$ cat src/rtl/whandler.sv
// whandler: write path of the 64-to-32 AXI4-Lite bridge.
// Accepts one 64-bit AXI4-Lite write upstream and replays it as one or two
// 32-bit writes downstream. addr[2]=1 issues the upper dword only; addr[2]=0
// issues the lower dword at addr, then the upper dword at addr+4. The
// upstream B response is the numeric max of all downstream B responses.
//
// Ports:
//   clk, rst_n                      clock, async active-low reset
//   m_aw*/m_w*/m_b*                 upstream 64-bit AXI4-Lite write slave port
//   s_aw*/s_w*/s_b*                 downstream 32-bit AXI4-Lite write master port
//
// Optional feature macro: AXI4LITE_WHANDLER_STRB_SKIP_EN
//   When defined, phases whose 4-bit strobe slice is all zero are not issued;
//   a write with no relevant strobes returns OKAY without going downstream.
module whandler #(
    parameter int unsigned M_AWADDR_WIDTH = 32,
    parameter int unsigned S_AWADDR_WIDTH = 32
) (
    input  logic                      clk,
    input  logic                      rst_n,
    input  logic [M_AWADDR_WIDTH-1:0] m_awaddr,
    input  logic                      m_awvalid,
    output logic                      m_awready,
    input  logic [63:0]               m_wdata,
    input  logic [7:0]                m_wstrb,
    input  logic                      m_wvalid,
    output logic                      m_wready,
    output logic [1:0]                m_bresp,
    output logic                      m_bvalid,
    input  logic                      m_bready,
    output logic [S_AWADDR_WIDTH-1:0] s_awaddr,
    output logic                      s_awvalid,
    input  logic                      s_awready,
    output logic [31:0]               s_wdata,
    output logic [3:0]                s_wstrb,
    output logic                      s_wvalid,
    input  logic                      s_wready,
    input  logic [1:0]                s_bresp,
    input  logic                      s_bvalid,
    output logic                      s_bready
);

    typedef enum logic [1:0] {
        ST_ACCEPT = 2'd0,
        ST_ISSUE  = 2'd1,
        ST_WAIT_B = 2'd2,
        ST_RESP   = 2'd3
    } state_t;

    state_t                    r_state;
    logic [M_AWADDR_WIDTH-1:0] r_addr;
    logic [63:0]               r_wdata;
    logic [7:0]                r_wstrb;
    logic                      r_aw_got;
    logic                      r_w_got;
    logic                      r_more;     // upper phase still pending after the current one
    logic [1:0]                r_resp;     // merged response of completed phases

    logic                      w_aw_hs;
    logic                      w_w_hs;
    logic                      w_cap_done;
    logic [M_AWADDR_WIDTH-1:0] w_addr;
    logic [63:0]               w_data;
    logic [7:0]                w_strb;
    logic [M_AWADDR_WIDTH-1:0] w_hi_addr;
    logic [M_AWADDR_WIDTH-1:0] w_next_addr;
    logic [1:0]                w_merged;
    logic                      w_first_hi;
    logic                      w_more;
    logic                      w_none;

    // Captured transaction as seen this cycle, including a handshake in progress
    assign w_aw_hs     = m_awvalid & m_awready;
    assign w_w_hs      = m_wvalid & m_wready;
    assign w_cap_done  = (r_aw_got | w_aw_hs) & (r_w_got | w_w_hs);
    assign w_addr      = w_aw_hs ? m_awaddr : r_addr;
    assign w_data      = w_w_hs ? m_wdata : r_wdata;
    assign w_strb      = w_w_hs ? m_wstrb : r_wstrb;
    assign w_hi_addr   = w_addr[2] ? w_addr : w_addr + M_AWADDR_WIDTH'(4);
    assign w_next_addr = r_addr + M_AWADDR_WIDTH'(4);
    assign w_merged    = (s_bresp > r_resp) ? s_bresp : r_resp;

    // Phase plan for the freshly captured write
    always_comb begin
        w_first_hi = w_addr[2];
        w_more     = ~w_addr[2];
        w_none     = 1'b0;
`ifdef AXI4LITE_WHANDLER_STRB_SKIP_EN
        if (w_addr[2]) begin
            w_none = ~|w_strb[7:4];
        end else if (~|w_strb[3:0]) begin
            w_first_hi = 1'b1;
            w_more     = 1'b0;
            w_none     = ~|w_strb[7:4];
        end else begin
            w_more = |w_strb[7:4];
        end
`endif
    end

    // Control FSM with registered outputs
    always_ff @(posedge clk or negedge rst_n) begin
        if (!rst_n) begin
            r_state   <= ST_ACCEPT;
            r_addr    <= '0;
            r_wdata   <= '0;
            r_wstrb   <= '0;
            r_aw_got  <= 1'b0;
            r_w_got   <= 1'b0;
            r_more    <= 1'b0;
            r_resp    <= 2'b00;
            m_awready <= 1'b0;
            m_wready  <= 1'b0;
            m_bvalid  <= 1'b0;
            m_bresp   <= 2'b00;
            s_awvalid <= 1'b0;
            s_wvalid  <= 1'b0;
            s_bready  <= 1'b0;
            s_awaddr  <= '0;
            s_wdata   <= '0;
            s_wstrb   <= '0;
        end else begin
            case (r_state)
                ST_ACCEPT: begin
                    if (w_aw_hs) begin
                        r_addr    <= m_awaddr;
                        r_aw_got  <= 1'b1;
                        m_awready <= 1'b0;
                    end else if (!r_aw_got) begin
                        m_awready <= 1'b1;
                    end
                    if (w_w_hs) begin
                        r_wdata  <= m_wdata;
                        r_wstrb  <= m_wstrb;
                        r_w_got  <= 1'b1;
                        m_wready <= 1'b0;
                    end else if (!r_w_got) begin
                        m_wready <= 1'b1;
                    end
                    if (w_cap_done) begin
                        r_more <= w_more;
                        if (w_none) begin
                            m_bvalid <= 1'b1;
                            m_bresp  <= 2'b00;
                            r_state  <= ST_RESP;
                        end else begin
                            s_awaddr  <= S_AWADDR_WIDTH'(w_first_hi ? w_hi_addr : w_addr);
                            s_wdata   <= w_first_hi ? w_data[63:32] : w_data[31:0];
                            s_wstrb   <= w_first_hi ? w_strb[7:4] : w_strb[3:0];
                            s_awvalid <= 1'b1;
                            s_wvalid  <= 1'b1;
                            r_state   <= ST_ISSUE;
                        end
                    end
                end
                ST_ISSUE: begin
                    if (s_awvalid && s_awready) s_awvalid <= 1'b0;
                    if (s_wvalid && s_wready)   s_wvalid  <= 1'b0;
                    if ((!s_awvalid || s_awready) && (!s_wvalid || s_wready)) begin
                        s_bready <= 1'b1;
                        r_state  <= ST_WAIT_B;
                    end
                end
                ST_WAIT_B: begin
                    if (s_bvalid) begin
                        s_bready <= 1'b0;
                        if (r_more) begin
                            // Only aligned writes have a second phase, so addr+4 is the upper dword
                            r_more    <= 1'b0;
                            r_resp    <= w_merged;
                            s_awaddr  <= S_AWADDR_WIDTH'(w_next_addr);
                            s_wdata   <= r_wdata[63:32];
                            s_wstrb   <= r_wstrb[7:4];
                            s_awvalid <= 1'b1;
                            s_wvalid  <= 1'b1;
                            r_state   <= ST_ISSUE;
                        end else begin
                            m_bvalid <= 1'b1;
                            m_bresp  <= w_merged;
                            r_state  <= ST_RESP;
                        end
                    end
                end
                ST_RESP: begin
                    if (m_bready) begin
                        m_bvalid  <= 1'b0;
                        m_bresp   <= 2'b00;
                        r_resp    <= 2'b00;
                        r_aw_got  <= 1'b0;
                        r_w_got   <= 1'b0;
                        m_awready <= 1'b1;
                        m_wready  <= 1'b1;
                        r_state   <= ST_ACCEPT;
                    end
                end
                default: r_state <= ST_ACCEPT;
            endcase
        end
    end

endmodule

$ cat config.mk
export PLATFORM = sky130hd
export DESIGN_NAME = whandler
export DESIGN_NICKNAME = d
export VERILOG_FILES = /design/src/rtl/whandler.sv
export SDC_FILE = /design/constraint.sdc
export NUM_CORES = 1
export LEC_CHECK = 0
export ABC_AREA = 1
export CAP_MARGIN = 20
export CORE_MARGIN = 3
export CORE_UTILIZATION = 53
export DETAILED_ROUTE_END_ITERATION = 10
export HOLD_SLACK_MARGIN = 0.08
export PLACE_DENSITY = 0.81
export SETUP_SLACK_MARGIN = 0.05
export SLEW_MARGIN = 10
export SYNTH_ARGS = -nofsm -noshare
export SYNTH_HDL_FRONTEND = slang
export SYNTH_SLANG_ARGS = --single-unit
export TNS_END_PERCENT = 1
$ cat constraint.sdc
create_clock -name clk -period 1.98 [get_ports clk]
set_clock_uncertainty 0.1 [all_clocks]
set_input_delay 0.396 -clock clk [delete_from_list [all_inputs] [get_ports clk]]
set_output_delay 0.396 -clock clk [all_outputs]
set_load 0.005 [all_outputs]
# --- After elaboration in Yosys (flattened, before gate mapping) ---
# Cells that the tools add are included.
word_totals:
  regBits: 187
  input_bits: 114
  output_inout_bits: 76
op_classes:
  n_addsub: 1
  n_lt_le_gt_ge: 1
  n_eq_ne: 15
  n_mux: 58
  n_bitwise: 6
  n_reduce_logical: 25
op_table:
  columns: ["cell", "count"]
  rows:
  - ["$mux 32", 8]
  - ["$pmux 32 s2", 2]
  - ["$mux 64", 1]
  - ["$add 32x3->32 const B", 1]
  - ["$mux 2", 10]
  - ["$ne 2x2->1 const B", 10]
  - ["$mux 1", 18]
  - ["$reduce_and 3->1", 6]
  - ["$mux 4", 4]
  - ["$reduce_and 4->1", 4]
  - ["$pmux 1 s2", 7]
  - ["$reduce_and 5->1", 2]
  - ["$mux 8", 1]
  - ["$pmux 2 s2", 2]
  - ["$pmux 2 s4", 1]
  - ["$pmux 4 s2", 1]
  - ["$reduce_bool 2->1", 4]
  - ["$ne 3x3->1 const B", 2]
  - ["$pmux 1 s3", 2]
  - ["$eq 2x2->1 const B", 2]
  - ["$and 1x1->1", 3]
  - ["$logic_and 1x1->1", 3]
  - ["$mux 3", 1]
  - ["$reduce_bool 3->1", 1]
  - ["7 further kinds", 10]

# --- Logic depth before layout (Yosys ltp) ---
# Gate-level depths: netlist of the first run.
depth:
  ltp_word: 5
  mapped_depth: 10
  depth_no_buf: 10

# --- Worst setup path after synthesis of the first run ---
# OpenSTA, ideal clock, no wires.
synth_path:
  path_kind: "reg2reg"
  startpoint: "reg r_addr[3]"
  endpoint: "reg s_awaddr[26]"
  setup_ns: 0.116
  arrival_ns: 1.459
  path_slack_ns: 0.304
  path_stages_with_launch: 11
  path_buffers: 0
  period_less_slack_ns: 1.676
  path_cell_list: "dfrtp_1 -> ha_1 -> nand2_1 -> nor2_1 -> nand2_1 -> nor2_1 -> nand2_1 -> nand2_1 -> nand3_1 -> nand2_1 -> nand2_1"
synth_between:
  elab_chain_len: 4
synth_lines:
  columns: ["item", "line_no", "text"]
  rows:
  - ["start, declared", "51", "logic [M_AWADDR_WIDTH-1:0] r_addr;"]
  - ["start signal, assigned", "126", "r_addr <= m_awaddr;"]
  - ["$add 32x3->32", "80", "assign w_next_addr = r_addr + M_AWADDR_WIDTH'(4);"]
  - ["$mux 32", "167", "if (r_more) begin"]
  - ["$mux 32", "165", "if (s_bvalid) begin"]
  - ["$pmux 32 s2", "123", "case (r_state)"]
  - ["end signal, assigned", "147", "s_awaddr <= S_AWADDR_WIDTH'(w_first_hi ? w_hi_addr : w_addr);"]
  - ["end signal, assigned", "171", "s_awaddr <= S_AWADDR_WIDTH'(w_next_addr);"]
  - ["end, declared", "31", "output logic [S_AWADDR_WIDTH-1:0] s_awaddr,"]
# No other way between the ends. The select of a mux whose other input is x is not followed.
# A chain may end at the register's enable or synchronous reset.

# --- Worst setup path after layout of the first run ---
layout_path:
  startpoint: "reg r_state[0]"
  endpoint: "reg s_wdata[28]"
layout_between:
  elab_chain_len: 3
  elab_cells_between_ends: 8
  cone_classes: "4 x eq/ne; 1 x mux; 3 x reduce/logical"
layout_lines:
  columns: ["item", "line_no", "text"]
  rows:
  - ["start, declared", "50", "state_t r_state;"]
  - ["start signal, assigned", "104", "r_state <= ST_ACCEPT;"]
  - ["start signal, assigned", "145", "r_state <= ST_RESP;"]
  - ["start signal, assigned", "152", "r_state <= ST_ISSUE;"]
  - ["$eq 2x2->1 or $logic_not 2->1 (tied branches)", "123", null]
  - ["$ne 2x2->1 (no source line) or $reduce_bool 2->1 (tied branches)", null, null]
  - ["$reduce_and 4->1 (no source line)", null, null]
  - ["end signal, assigned", "148", "s_wdata <= w_first_hi ? w_data[63:32] : w_data[31:0];"]
  - ["end signal, assigned", "172", "s_wdata <= r_wdata[63:32];"]
  - ["end, declared", "34", "output logic [31:0] s_wdata,"]
# Several ways; a longest one is shown, not always the timed one.

==> reports/qor.csv, run 1 <==
metric,value,unit
post-CTS setup buffers,0,
vias in the first global route,10030,
DRC,0,
layout cells sized above 1,8.814,%
number of max-cap violations,0,
DP HPWL,20900,microns
crit-path cells,nor2_2 -> inv_2 -> nand2_1 -> nand3_4 -> inv_2 -> buf_4 -> nand3_1 -> nand2_1,
Routed WL per cell,16.38,microns
Tmin final,1.876,ns
count of cell types in the netlist,35,
post_cts resized,0,
num ports,190,
Die H,144.1,microns
gpl congestion,0.9629,
RSZ-0062 raised after global routing,true,
Yosys reg bits,187,
Sink Count,187,
die width,144.1,microns
Max clock buf depth,2,
setup violators final,0,
Die Area,20770,sq um
"Core Util, Final",72.70,%
fin. max-slew vios,0,
site row count,49,
max_slew headroom,63.51,%
outcome,completed,
Core Region,18330,sq um
drt pass-1 iters,6,
"Clk pin slew, worst setup/hold paths",0.08,ns
CP Data Required Time,2.26,ns
pre-CTS setup slack,-0.1868,ns
Buf/Inv on CP,3,
"most common cell after layout, fill and taps aside",nand2_1,
syn_nets,1501,
CTS tree,built,
Peak VDD IR,0.7424,mV
fin area,13330,sq um
most frequent cells in the layout,"nand2_1 (447), clkdlybuf4s50_1 (188), dfrtp_1 (187)",
Syn Inst Count,1383,
Clock Latency Late Sink,0.44,ns
P&R area growth vs syn,31.82,%
slowest library cell on the worst path,dfrtp_1,
crit end category,flop,
Port Buffers,189,
initial antenna violation count,2,
Final Net Count,1716,
kind of critical path,flop to flop,
gr ovfl total,0,
TritonCTS Buffers,17,
fmax,532.9,MHz
hold crit path type,input port to async pin,
ANT nets after route,0,
"CP delay by family, top",simple AND/OR/NAND/NOR gates,
"Seq/Total Area, Yosys",46.28,%
setup ws final,0.1036,ns
WL final,30140,microns
detailed router's first-iteration violation count,817,
largest net degree at the start of global routing,53,
placed cell area,12750,sq um
synthesized cell area,10110,sq um
total track usage,29.48,%
crit-path max cell delay,0.46,ns
drt via density,5.536,
Root Buffer Master,clkbuf_16,
P_leak,6.485,nW
H-tree depth reported by CTS,4,
Fin. Hold Viols,0,
Starting Density,55.16,%
Yosys warnings,0,
pwr dens,1643,nW/um^2
crit share post-route,94.77,%
worst-path maximum fanout,16,
number of diodes,0,
crit path DAT,2.15,ns
startpoint types,flop,
first-pass GRT wire length,49090,microns
Slew @ Worst Pin,0.5465,ns
Mapped Avg Cell Area,7.311,sq um
vias,10190,
[final timing paths]
path | start | endpoint | slack (ns) | cells past startpoint
max in group asynchronous | rst_n | r_wstrb[4] | 0.79 | 3
setup reg to reg | r_state[0] | s_wdata[28] | 0.10 | 8
setup / recovery | r_state[0] | s_wdata[28] | 0.10 | 8
hold reg to reg | s_awaddr[23] | s_awaddr[23] | 0.38 | 2
hold / removal | rst_n | s_awvalid | 0.36 | 2
min in group clk | s_awaddr[23] | s_awaddr[23] | 0.38 | 2
[per-stage QoR]
| stage | setup TNS, ns | cells | total power [mW] | hold WS (ns) |
|---|---|---|---|---|
| 6_report | 0 | 1840 | 21.90 | 0.3619 |
| 5_1_grt | 0 | 1840 | 23.61 | 0.3789 |
| 4_1_cts | 0 | 1840 | 21.88 | 0.3664 |
| 3_5_place_dp | -10.23 | 1807 | 18.38 | 0.2671 |
| 3_3_place_gp | -7.521 | 1807 | 18.00 | 0.2686 |
| 2_1_floorplan | 0 | 1383 | 13.53 | 0.0004089 |
[report_power, final]
part           switching (mW)  leakage, nW  internal [mW]  total (mW)
clock network            1.68        0.280           1.70        3.38
logic                    6.47         3.97           5.07        11.5
registers                1.25         2.24           5.73        6.98
total                    9.40         6.48           12.5        21.9
[Yosys cell counts]
library cell	count	area, sq um
nor2_4	1	11.26
nand2_4	1	11.26
buf_6	5	56.30
inv_1	130	488.0
nand3_1	127	635.6
a31oi_1	1	6.260
nand2_1	447	1678
clkbuf_2	1	5.000
nor2_2	7	43.79
ha_1	4	50.05
inv_2	8	30.03
o31ai_1	3	22.52
o21a_1	3	22.52
a2bb2oi_1	1	8.760
a21oi_1	42	210.2
clkbuf_1	18	67.56
nand3_2	1	10.01
or2_2	2	12.51
a22oi_1	26	195.2
xor2_1	1	8.760
nor2_1	129	484.2
nand4_1	2	12.51
mux2i_1	2	20.02
o21ai_0	111	555.5
o22ai_1	19	118.9
o21ai_2	1	8.760
buf_4	12	90.09
a21oi_2	1	8.760
buf_2	36	180.2
o211ai_1	39	292.8
buf_1	5	18.77
nand2_2	2	12.51
o21ai_1	7	35.03
dfrtp_1	187	4679
nor2_8	1	20.02
[what timing repair did]
action / CTS / global route
hold endpoints to repair: 37 / 0
setup endpoints to repair: 0 / 22
hold buffers: 1 / 0
[sequential cells by signal (all words and copies together), names as in the netlist]
name and count:
r_wdata 64, r_wstrb 8, r_aw_got 1, s_awvalid 1
s_bready 1, s_wstrb 4, r_state 2, s_wdata 32
r_more 1, m_awready 1, m_wready 1, m_bresp 2
r_resp 2, s_awaddr 32, r_addr 32, r_w_got 1
s_wvalid 1, m_bvalid 1
[kinds of logic (layout without fill, tap and decap cells)]
family                     Yosys count  after routing  synth area share [%]
and+or+nand+nor                    720            720                 28.99
DFF                                187            187                 46.28
buffers and inverters              215            443                 9.256
adders and majority gates            4              4                0.4950
AOI/OAI and AO/OA                  254            254                 14.69
xor gates and xnor gates             1              1               0.08664
muxes                                2              2                0.1980
[per-layer routing]
metal | track usage (%) | share of wire, % | vias up
met2 | 50.20 | 49 | 405
li1 | - | - | 4904
met4 | 9.861 | 2.3 | 4
met1 | 38.30 | 42 | 4819
met5 | 0 | 0.090 | -
met3 | 5.159 | 6.2 | 54
[area by class of cell]
cell class,count,area (sq um)
clock inverter,14,127.6
multi-input combinational,981,4511
clock buffer,18,439.2
inverter,138,518.0
sequential,187,4679
tap,229,286.5
timing repair buffer,273,2766
fill,1422,5004
Power figures use the tool's default switching activity.
==> run 2: changes to the inputs <==
SLEW_MARGIN = unset   (was 10)
==> results of run 2 <==
The final DEF is identical to that of run 1; final timing and power are the same.
